**config.mk**
```make
export PLATFORM = sky130hd
export DESIGN_NAME = booth_pipe_multiplier
export DESIGN_NICKNAME = d
export VERILOG_FILES = /design/src/rtl/booth_mul_pkg.sv /design/src/rtl/booth_pp_gen.sv /design/src/rtl/booth_pipe_multiplier.sv
export SDC_FILE = /design/constraint.sdc
export NUM_CORES = 1
export LEC_CHECK = 0
export CORE_MARGIN = 2
export CORE_UTILIZATION = 25
export CTS_CLUSTER_DIAMETER = 100
export CTS_CLUSTER_SIZE = 16
export DETAILED_ROUTE_END_ITERATION = 8
export SETUP_SLACK_MARGIN = 0.4
export SKIP_LAST_GASP = 1
export SYNTH_ARGS = -nofsm -noshare
export SYNTH_HDL_FRONTEND = slang
export SYNTH_SLANG_ARGS = --single-unit
export TNS_END_PERCENT = 50
```
**constraint.sdc**
```tcl
create_clock -name CLK -period 16.95 [get_ports CLK]
set_clock_uncertainty 0.2 [all_clocks]
set_input_delay 5.085 -clock CLK [delete_from_list [all_inputs] [get_ports CLK]]
set_output_delay 5.085 -clock CLK [all_outputs]
set_load 0.03 [all_outputs]
```
**src/rtl/booth_mul_pkg.sv**
```systemverilog
// Shared Booth radix-4 definitions: digit encodings and sizing helpers used by the
// multiplier top and its partial-product generator.
package booth_mul_pkg;

  typedef enum logic [2:0] {
    ZERO = 3'd0,
    POS1 = 3'd1,
    NEG1 = 3'd2,
    POS2 = 3'd3,
    NEG2 = 3'd4
  } booth_digit_e;

  // ceil((b_width+1)/2) radix-4 digits cover a sign-extended multiplier
  function automatic int booth_pp_count(input int b_width);
    return (b_width + 2) / 2;
  endfunction

  function automatic int booth_prod_width(input int a_width, input int b_width);
    return a_width + b_width;
  endfunction

endpackage

```
**src/rtl/booth_pp_gen.sv**
```systemverilog
// One Booth radix-4 digit: recodes a multiplier bit triplet and produces the
// matching partial product, sign-extended to PW bits and shifted into place.
module booth_pp_gen
  import booth_mul_pkg::*;
#(
  parameter int AW    = 13,
  parameter int PW    = 26,
  parameter int SHIFT = 0
) (
  input  logic [AW-1:0] a_i,
  input  logic [2:0]    triplet_i,
  output logic [PW-1:0] pp_o
);

  booth_digit_e  digit;
  logic [PW-1:0] a_sx;
  logic [PW-1:0] mag;

  assign a_sx = {{(PW-AW){a_i[AW-1]}}, a_i};

  always_comb begin
    digit = ZERO;
    case (triplet_i)
      3'b001, 3'b010: digit = POS1;
      3'b011:         digit = POS2;
      3'b100:         digit = NEG2;
      3'b101, 3'b110: digit = NEG1;
      default:        digit = ZERO;
    endcase
  end

  always_comb begin
    mag = '0;
    case (digit)
      POS1:    mag = a_sx;
      NEG1:    mag = -a_sx;
      POS2:    mag = a_sx << 1;
      NEG2:    mag = -(a_sx << 1);
      default: mag = '0;
    endcase
  end

  assign pp_o = mag << SHIFT;

endmodule

```
**src/rtl/booth_pipe_multiplier.sv**
```systemverilog
// Three-stage radix-4 Booth multiplier with valid/ready flow control.
// Define BOOTH_MUL_UNSIGNED_EN to add TC_MODE (1 = signed, 0 = unsigned operands).
module booth_pipe_multiplier
  import booth_mul_pkg::*;
#(
  parameter int A_WIDTH = 13,
  parameter int B_WIDTH = 13
) (
  input  logic                       CLK,
  input  logic                       RST,
  input  logic [A_WIDTH-1:0]         A_NUM,
  input  logic [B_WIDTH-1:0]         B_NUM,
`ifdef BOOTH_MUL_UNSIGNED_EN
  input  logic                       TC_MODE,
`endif
  input  logic                       IN_VALID,
  output logic                       IN_READY,
  output logic [A_WIDTH+B_WIDTH-1:0] C_NUM,
  output logic                       OUT_VALID,
  input  logic                       OUT_READY
);

`ifdef BOOTH_MUL_UNSIGNED_EN
  localparam int EXT = 1;
`else
  localparam int EXT = 0;
`endif
  localparam int AW  = A_WIDTH + EXT;
  localparam int BW  = B_WIDTH + EXT;
  localparam int NPP = booth_pp_count(BW);
  localparam int PW  = booth_prod_width(AW, BW);
  localparam int CW  = A_WIDTH + B_WIDTH;
  localparam int BE  = 2 * NPP;

  logic               v1_q, v2_q, v3_q;
  logic               v1_d, v2_d, v3_d;
  logic               rdy1, rdy2, rdy3;
  logic [A_WIDTH-1:0] a_q;
  logic [B_WIDTH-1:0] b_q;
  logic [AW-1:0]      a_ext;
  logic [BW-1:0]      b_ext;
  logic [BE:0]        b_pad;
  logic [PW-1:0]      pp_d [NPP];
  logic [PW-1:0]      pp_q [NPP];
  logic [PW-1:0]      sum_d;
  logic [CW-1:0]      c_q;

  // Each stage may load when it is empty or its contents move on this edge
  assign rdy3 = !v3_q || OUT_READY;
  assign rdy2 = !v2_q || rdy3;
  assign rdy1 = !v1_q || rdy2;

  assign v1_d = rdy1 ? IN_VALID : v1_q;
  assign v2_d = rdy2 ? v1_q     : v2_q;
  assign v3_d = rdy3 ? v2_q     : v3_q;

  assign IN_READY  = rdy1;
  assign OUT_VALID = v3_q;
  assign C_NUM     = c_q;

  // S1: operand capture
  always_ff @(posedge CLK or posedge RST) begin
    if (RST) begin
      v1_q <= 1'b0;
      a_q  <= '0;
      b_q  <= '0;
    end else begin
      v1_q <= v1_d;
      if (rdy1 && IN_VALID) begin
        a_q <= A_NUM;
        b_q <= B_NUM;
      end
    end
  end

`ifdef BOOTH_MUL_UNSIGNED_EN
  logic tc_q;

  always_ff @(posedge CLK or posedge RST) begin
    if (RST) begin
      tc_q <= 1'b0;
    end else if (rdy1 && IN_VALID) begin
      tc_q <= TC_MODE;
    end
  end

  // Unsigned operands become non-negative signed values one bit wider
  assign a_ext = {tc_q & a_q[A_WIDTH-1], a_q};
  assign b_ext = {tc_q & b_q[B_WIDTH-1], b_q};
`else
  assign a_ext = a_q;
  assign b_ext = b_q;
`endif

  // S2: Booth recode and partial-product generation; implicit b[-1] = 0
  assign b_pad = {{(BE-BW){b_ext[BW-1]}}, b_ext, 1'b0};

  generate
    for (genvar gi = 0; gi < NPP; gi++) begin : g_pp
      booth_pp_gen #(
        .AW   (AW),
        .PW   (PW),
        .SHIFT(2 * gi)
      ) u_pp_gen (
        .a_i      (a_ext),
        .triplet_i(b_pad[2*gi+2 -: 3]),
        .pp_o     (pp_d[gi])
      );
    end
  endgenerate

  always_ff @(posedge CLK or posedge RST) begin
    if (RST) begin
      v2_q <= 1'b0;
      for (int i = 0; i < NPP; i++) begin
        pp_q[i] <= '0;
      end
    end else begin
      v2_q <= v2_d;
      if (rdy2 && v1_q) begin
        for (int i = 0; i < NPP; i++) begin
          pp_q[i] <= pp_d[i];
        end
      end
    end
  end

  // S3: reduction and final add; the exact product always fits in CW bits
  always_comb begin
    sum_d = '0;
    for (int i = 0; i < NPP; i++) begin
      sum_d = sum_d + pp_q[i];
    end
  end

  always_ff @(posedge CLK or posedge RST) begin
    if (RST) begin
      v3_q <= 1'b0;
      c_q  <= '0;
    end else begin
      v3_q <= v3_d;
      if (rdy3 && v2_q) begin
        c_q <= sum_d[CW-1:0];
      end
    end
  end

endmodule
```
---- Word level (Yosys, flattened, before mapping) ----
Index checks and enable logic that the tools add are counted.
word-level totals
  output and inout port bits .............. 28
  word-level logic and storage cells ...... 123
  bits of input ports ..................... 30
  flip-flop bits (word level) ............. 195
operators by class
  multiplexer cells ....................... 14
  add/subtract/negate cells ............... 8
  reduce and logical (&&, ||, !) cells .... 21
  equality and inequality tests ........... 67
operators with widths
  operator                                                         count
  26-bit adder                                                     6
  26-bit case mux with 4 select lines                              1
  24-bit case mux with 4 select lines                              1
  22-bit case mux with 4 select lines                              1
  20-bit case mux with 4 select lines                              1
  3-bit by 2-bit == test with 1-bit output, second input constant  26
  3-bit == test, second input constant                             25
  18-bit case mux with 4 select lines                              1
  3-bit case mux with 4 select lines                               6
  16-bit case mux with 4 select lines                              1
  14-bit case mux with 4 select lines                              1
  26-bit negator                                                   2
  3-bit by 1-bit == test with 1-bit output, second input constant  13
  2-bit OR reduction                                               12
  3-bit case mux with 3 select lines                               1
  2-bit == test, second input constant                             2
  1-bit logical AND                                                3
  1-bit zero test                                                  3
  1-bit logical OR                                                 3
  2-bit by 1-bit == test with 1-bit output, second input constant  1

---- Logic depth before layout (Yosys ltp) ----
Gate-level depths: netlist of run 1.
  depth in word-level cells ............... 6
  depth in mapped cells ................... 16
  mapped depth without buffers ............ 16

---- Hierarchy ----
A second synthesis of run 1 with hierarchy kept.
unflattened totals
  cells, all modules ...................... 2,156
  area, all modules ....................... 20,388.3 um^2
by module, submodules not included
  module                            seq. area each (um^2)  area each (um^2)  instances  cells an instance
  booth_pipe_multiplier             5,930.7                13,474.2          1          1,099
  booth_pp_gen at g_pp[0].u_pp_gen  0.0                    1,071.0           1          151
  booth_pp_gen at g_pp[1].u_pp_gen  0.0                    1,066.0           1          170
  booth_pp_gen at g_pp[2].u_pp_gen  0.0                    1,008.5           1          156
  booth_pp_gen at g_pp[3].u_pp_gen  0.0                    993.5             1          151
  booth_pp_gen at g_pp[6].u_pp_gen  0.0                    937.1             1          147
  booth_pp_gen at g_pp[5].u_pp_gen  0.0                    934.6             1          139
  booth_pp_gen at g_pp[4].u_pp_gen  0.0                    903.4             1          143

---- Worst setup path before layout of run 1 ----
Ideal clock, no wire load.
  path kind ............................... input to output
  start point ............................. input port OUT_READY
  end point ............................... output port IN_READY
  path slack .............................. 6,154 ps
  cell stages on the path ................. 2
  data required time ...................... 11,665 ps
  buffers on the path ..................... 0
  arrival ................................. 5,511 ps
  cell sequence ........................... nor2b_1 nand3_1
between the ends
  word-level cells in the longest chain between the ends .. 3
ends and longest elaborated chain
  what              line                         source
  from (decl)       booth_pipe_multiplier.sv:20  input logic OUT_READY
  1-bit logical OR  booth_pipe_multiplier.sv:49  assign rdy3 = !v3_q || OUT_READY;
  1-bit logical OR  booth_pipe_multiplier.sv:50  assign rdy2 = !v2_q || rdy3;
  1-bit logical OR  booth_pipe_multiplier.sv:51  assign rdy1 = !v1_q || rdy2;
  to (decl)         booth_pipe_multiplier.sv:17  output logic IN_READY,
No other way between the ends.

---- Worst setup path in the final report of run 1 ----
Same ends and word-level chain as after synthesis.

==> results of run 1 <==
-- synth_stat cells, types with 10 or more instances --
library cell | n | share of area (%)
nor3_1 | 14 | 0.48
a22oi_1 | 19 | 0.98
xor2_1 | 18 | 1.1
a31oi_1 | 13 | 0.56
nand2b_1 | 15 | 0.65
mux2i_1 | 29 | 2.0
a222oi_1 | 10 | 0.69
inv_1 | 184 | 4.8
or3_1 | 10 | 0.43
ha_1 | 41 | 3.5
nand2_1 | 187 | 4.8
a21oi_1 | 73 | 2.5
o211ai_1 | 11 | 0.57
a21o_1 | 45 | 2.3
mux2_2 | 42 | 3.3
clkbuf_1 | 96 | 2.5
nor2_1 | 114 | 2.9
o31ai_1 | 12 | 0.62
o22ai_1 | 32 | 1.4
o21ai_0 | 131 | 4.5
buf_1 | 21 | 0.54
xnor2_1 | 51 | 3.1
fa_1 | 85 | 12
dfrtp_1 | 195 | 34
nand3_1 | 37 | 1.3
a221oi_1 | 21 | 1.3
-- sequential cells by signal, summed over array words and instances (netlist names) --
signal / flops
pp_q: 140
C_NUM: 26
a_ext: 13
b_ext: 13
OUT_VALID: 1
v1_q: 1
v2_q: 1
-- kinds of logic (layout without fill, tap and decap cells) --
group	after synthesis	in the layout	share of synthesized area, %
muxes	72	72	5.356
xor gates and xnor gates	70	70	4.348
DFF	195	195	33.58
and+or+nand+nor	429	429	13.17
buffers and inverters	311	301	8.154
AOI/OAI and AO/OA	446	446	20.15
adders and majority gates	126	126	15.24
-- per-layer routing --
metal / vias to the layer above / track usage (%) / wire (microns)
met5: - / 0 / 0
li1: 5588 / - / -
met4: 0 / 7.030 / 1890
met1: 5984 / 21.56 / 21200
met3: 101 / 2.252 / 2961
met2: 514 / 24.58 / 20780
-- worst paths after layout --
path,endpoint,start
setup / recovery,IN_READY,OUT_READY
hold / removal,pp_q[179]$_DFFE_PP0P_,pp_q[179]$_DFFE_PP0P_
setup reg to reg,C_NUM[18]$_DFFE_PP0P_,pp_q[12]$_DFFE_PP0P_
hold reg to reg,pp_q[179]$_DFFE_PP0P_,pp_q[179]$_DFFE_PP0P_
max in group asynchronous,pp_q[129]$_DFFE_PP0P_,RST
min in group asynchronous,C_NUM[8]$_DFFE_PP0P_,RST
-- through the flow --
step / instances / hold WS (ns)
3_3_place_gp: 2372 / 0.2559
6_report: 2404 / 0.2781
3_5_place_dp: 2372 / 0.2611
4_1_cts: 2404 / 0.2810
5_1_grt: 2404 / 0.3026
2_1_floorplan: 1649 / 0.2386
-- critical path, cell delays in order --
cell and delay, ns:
clkdlybuf4s50_1 0.49, nor2b_1 0.07, nand3_1 0.12, clkdlybuf4s50_1 0.69
-- cell usage in the layout (no fill, tap or decap), drive strengths merged, types with 17 or more instances in the layout --
| master | netlist | layout |
|---|---|---|
| ha | 41 | 41 |
| xnor2 | 51 | 51 |
| mux2 | 43 | 43 |
| clkbuf | 96 | 17 |
| nor2 | 115 | 115 |
| o22ai | 32 | 32 |
| a221oi | 22 | 22 |
| dfrtp | 195 | 195 |
| clkdlybuf4s50 | 0 | 57 |
| nand2 | 187 | 187 |
| a22oi | 19 | 19 |
| o21ai | 136 | 136 |
| nand3 | 37 | 37 |
| inv | 184 | 190 |
| fa | 85 | 85 |
| xor2 | 19 | 19 |
| mux2i | 29 | 29 |
| a21o | 45 | 45 |
| a21oi | 74 | 74 |
| buf | 28 | 25 |
-- area by class of cell --
class                           instances  area share (%)
Multi-Input combinational cell       1143           51.69
Sequential cell                       195           29.75
Tap cell                              765           5.835
Timing Repair Buffer                   82           4.622
Inverter                              187           4.325
Clock buffer                           17           2.593
Clock inverter                         15           1.190
==> flow_summary.yaml, run 1 <==
synth:
  synth_nets: 1805
  syn_inst: 1649
  synth-seq-area-share_pct: 33.58
  yosysWarnings: 0
  avgSynthCellArea_sq_um: 8.812
  ys_types: 75
  synth_ff_type: "dfrtp_1"
  synth_edf_count: 0
  synthArstFlopShare_pct: 100.0
  yosys_register_bits: 195
  synth.cell_area_sq_mm: 0.01453
detailed_routing:
  ant_nets: 0
  wire_per_inst_microns: 19.48
  routed_wirelength_mm: 46.84
  drc: 0
  drtIter0Drc: 1457
  viasPerCell: 5.069
  drt-pass1-iter-count: 7
  vias: 12187
worst_setup_path:
  cp.arrival_ns: 6.45
  worstPathRequired_ns: 11.66
  start_kind: "input port"
  critPathMaxFanout: 3
  path_class: "input port to primary output"
  end_kind: "primary output"
  r2r_cells: 13
  r2r_slack_ns: 11.81
clock_network:
  clk_pin_slew_ns: 0.08
  root_buffer: "clkbuf_16"
  post_cts_buffers: 0
  cts_resized: 0
  cts_made_buffers: 17
  holdBufCountCts: 0
  cts_buffer_depth: 2
  cts_tree: "yes"
  cts.sinks: 195
  h-tree-depth: 4
  clkLatencyLatePin_ns: 0.46
grt:
  grt_overflow_total: 0
  grt_max_degree: 90
  grt_usage_pct: 15.75
  grt_pass1_vias: 12043
  grt_pass1_wl_mm: 73.00
  antenna_found_initial: 0
place:
  routabilityCongestion: 0.9300
  dpl.hpwl_mm: 33.89
  placed_area_sq_mm: 0.01578
  dp_slack_ns: 5.205
  port_buffers: 57
timing:
  slew_viol_final: 0
  rsz0062_at_grt: "no"
  max_slew_margin_pct: 18.40
  worst_slew_pin_slew_ns: 1.215
  setup_tns_ns: 0
  post-route-min-period_ns: 11.74
  finalCritPeriodShare_pct: 69.23
  setup_ws_ns: 5.215
  timing.fmax_ghz: 0.08521
  finalSetupViolations: 0
  hold_violations: 0
final_layout:
  nNetsFinal: 1782
  drive_gt1_share_pct: 7.444
  finalInstanceArea_sq_mm: 0.01640
  seq_area_sq_mm: 0.004880
  syn_to_final_growth_pct: 12.88
  final_core_util_pct: 28.49
  fill_cells: 6088
  multiInputGateArea_sq_mm: 0.008478
  diodes: 0
flow_run:
  cap_violations: 0
floorplanning:
  rows: 88
  core-area_sq_mm: 0.05759
  die_area_sq_mm: 0.06007
  start_util_pct: 25.23
  ios: 58
  die_h_microns: 245.1
  die_x_microns: 245.1
hold_path:
  min_path_type: "register to register"
  min_path_cells: 1
run_status:
  outcome: "completed"
Power of run 1 is not shown: default switching activity piles up to over one toggle a cycle in this logic, so the estimate is an artifact.
==> run 2, diff against run 1 <==
==> constraint.sdc (replaced) <==
create_clock -name CLK -period 9.5 [get_ports CLK]
set_clock_uncertainty 0.2 [all_clocks]
set_input_delay 2.85 -clock CLK [delete_from_list [all_inputs] [get_ports CLK]]
set_output_delay 2.85 -clock CLK [all_outputs]
set_load 0.03 [all_outputs]
==> run 2 against run 1 <==
Compared with the run above:
- wire length up 3.0%
- cell area down 0.37%
- critical path type unchanged
- via count up 0.50%
- utilization down 0.11 points
- non-clock buffer count down 1
- the flow now finishes with violations (max-capacitance violations)
- sequential share of layout area up 0.11 points
==> flow_summary.yaml, run 2 (synthesis results as in run 1) <==
clock_network:
  holdBufCountCts: 0
  cts_resized: 0
  clkLatencyLatePin_ns: 0.48
  post_cts_buffers: 0
  cts.sinks: 195
  clk_pin_slew_ns: 0.08
  root_buffer: "clkbuf_16"
  cts_buffer_depth: 2
  cts_tree: "yes"
  cts_made_buffers: 17
  h-tree-depth: 4
timing:
  max_slew_margin_pct: 1.295
  finalCritPeriodShare_pct: 76.46
  setup_tns_ns: 0
  post-route-min-period_ns: 7.263
  rsz0062_at_grt: "no"
  finalSetupViolations: 0
  slew_viol_final: 0
  hold_violations: 0
  timing.fmax_ghz: 0.1377
  worst_slew_pin_slew_ns: 1.470
worst_setup_path:
  start_kind: "input port"
  r2r_slack_ns: 4.31
  cp.arrival_ns: 4.21
  crit_chain: "clkdlybuf4s50_1 -> nor2b_1 -> nand3_1 -> clkdlybuf4s50_1"
  critPathMaxFanout: 3
  r2r-start: "pp_q[12]$_DFFE_PP0P_"
  end_kind: "primary output"
  cpMaxStageDelayCell: "clkdlybuf4s50_1"
  cp_common_cell: "clkdlybuf4s50_1"
  worstPathRequired_ns: 6.45
  path_class: "input port to primary output"
  r2r_cells: 13
  startpoint: "OUT_READY"
  rr_endpoint: "C_NUM[18]$_DFFE_PP0P_"
  cp_num_buf_inv: 2
  cp_slowest_stage_delay_ns: 0.62
  crit_family: "buffers and inverters"
detailed_routing:
  viasPerCell: 5.097
  drc: 0
  ant_nets: 0
  routed_wirelength_mm: 48.22
  drtIter0Drc: 1286
  vias: 12248
  wire_per_inst_microns: 20.07
  drt-pass1-iter-count: 6
floorplanning:
  ios: 58
  die_area_sq_mm: 0.06007
  die_h_microns: 245.1
  start_util_pct: 25.23
  rows: 88
  die_x_microns: 245.1
  core-area_sq_mm: 0.05759
final_layout:
  seq_area_sq_mm: 0.004880
  largest_reg_flops: 140
  multiInputGateArea_sq_mm: 0.008478
  nNetsFinal: 1781
  final_cell_mix: "195 x dfrtp_1, 185 x nand2_1, 183 x inv_1, 131 x o21ai_0, 114 x nor2_1"
  drive_gt1_share_pct: 7.265
  syn_to_final_growth_pct: 12.46
  diodes: 0
  layout_commonest_cell: "dfrtp_1"
  largest-register: "pp_q"
  fill_cells: 6094
run_status:
  violations: "max-capacitance violations"
  outcome: "finished, violations left"
grt:
  grt_overflow_total: 0
  grt_pass1_wl_mm: 74.49
  grt_usage_pct: 16.21
  antenna_found_initial: 1
  grt_pass1_vias: 12159
  grt_max_degree: 124
hold_path:
  min_path_cells: 2
  hp-start: "pp_q[156]$_DFFE_PP0P_"
  min_path_type: "register to register"
  min_to: "C_NUM[0]$_DFFE_PP0P_"
flow_run:
  cap_violations: 1
place:
  port_buffers: 57
  routabilityCongestion: 0.9461
  dpl.hpwl_mm: 34.03
## run 2: cell count changes in the layout (fill, tap and decap cells not counted)
cell        delta
clkinvlp_4     -1
bufinv_16      -2
clkbuf_1       +2
inv_8          +2
buf_4          -1
clkinv_8       -1
## run 2: metrics by stage
| stage | utilization, % | setup WS [ns] | hold WS (ns) | instance area, sq um | std cells |
|---|---|---|---|---|---|
| after floorplan | - | 1.138 | 0.2386 | 14530 | 1649 |
| after global placement | 27.39 | 2.203 | 0.2553 | 15780 | 2371 |
| after detailed placement | 27.39 | 2.229 | 0.2641 | 15780 | 2371 |
| after CTS | 28.38 | 2.216 | 0.2718 | 16340 | 2403 |
| after global routing | 28.38 | 2.147 | 0.2963 | 16340 | 2403 |
| final | 28.38 | 2.237 | 0.2685 | 16340 | 2403 |
## run 2: worst max-delay path by stage
stage | depth (start not counted) | end | slack [ns]
after CTS | 4 | IN_READY | 2.22
after floorplan | 1 | C_NUM[0]$_DFFE_PP0P_ | 1.14
after global routing | 4 | IN_READY | 2.15
after global placement | 4 | IN_READY | 2.20
final | 4 | IN_READY | 2.24
after detailed placement | 4 | IN_READY | 2.23
## run 2: tightest hold or removal path, delay by kind of cell (launching register included)
family	cells	cell delay (ns)
DFF	1	0.35
and+or+nand+nor	2	0.10
## run 2: final cells by class
class | count | share of cell area (%)
well taps | 765 | 5.857
clock inverters | 13 | 0.8192
flip-flops and latches | 195 | 29.86
repair buffers | 81 | 4.594
clock buffers | 19 | 2.649
inverters | 187 | 4.341
multi-input cells | 1143 | 51.88
## run 2: metal layers
| layer | track usage (%) | wire, microns |
|---|---|---|
| met1 | 22.50 | 21360 |
| met4 | 7.461 | 1976 |
| met2 | 24.45 | 20860 |
| met3 | 2.843 | 4009 |
| met5 | 0 | 13 |
Power of run 2 is left out for the same reason.
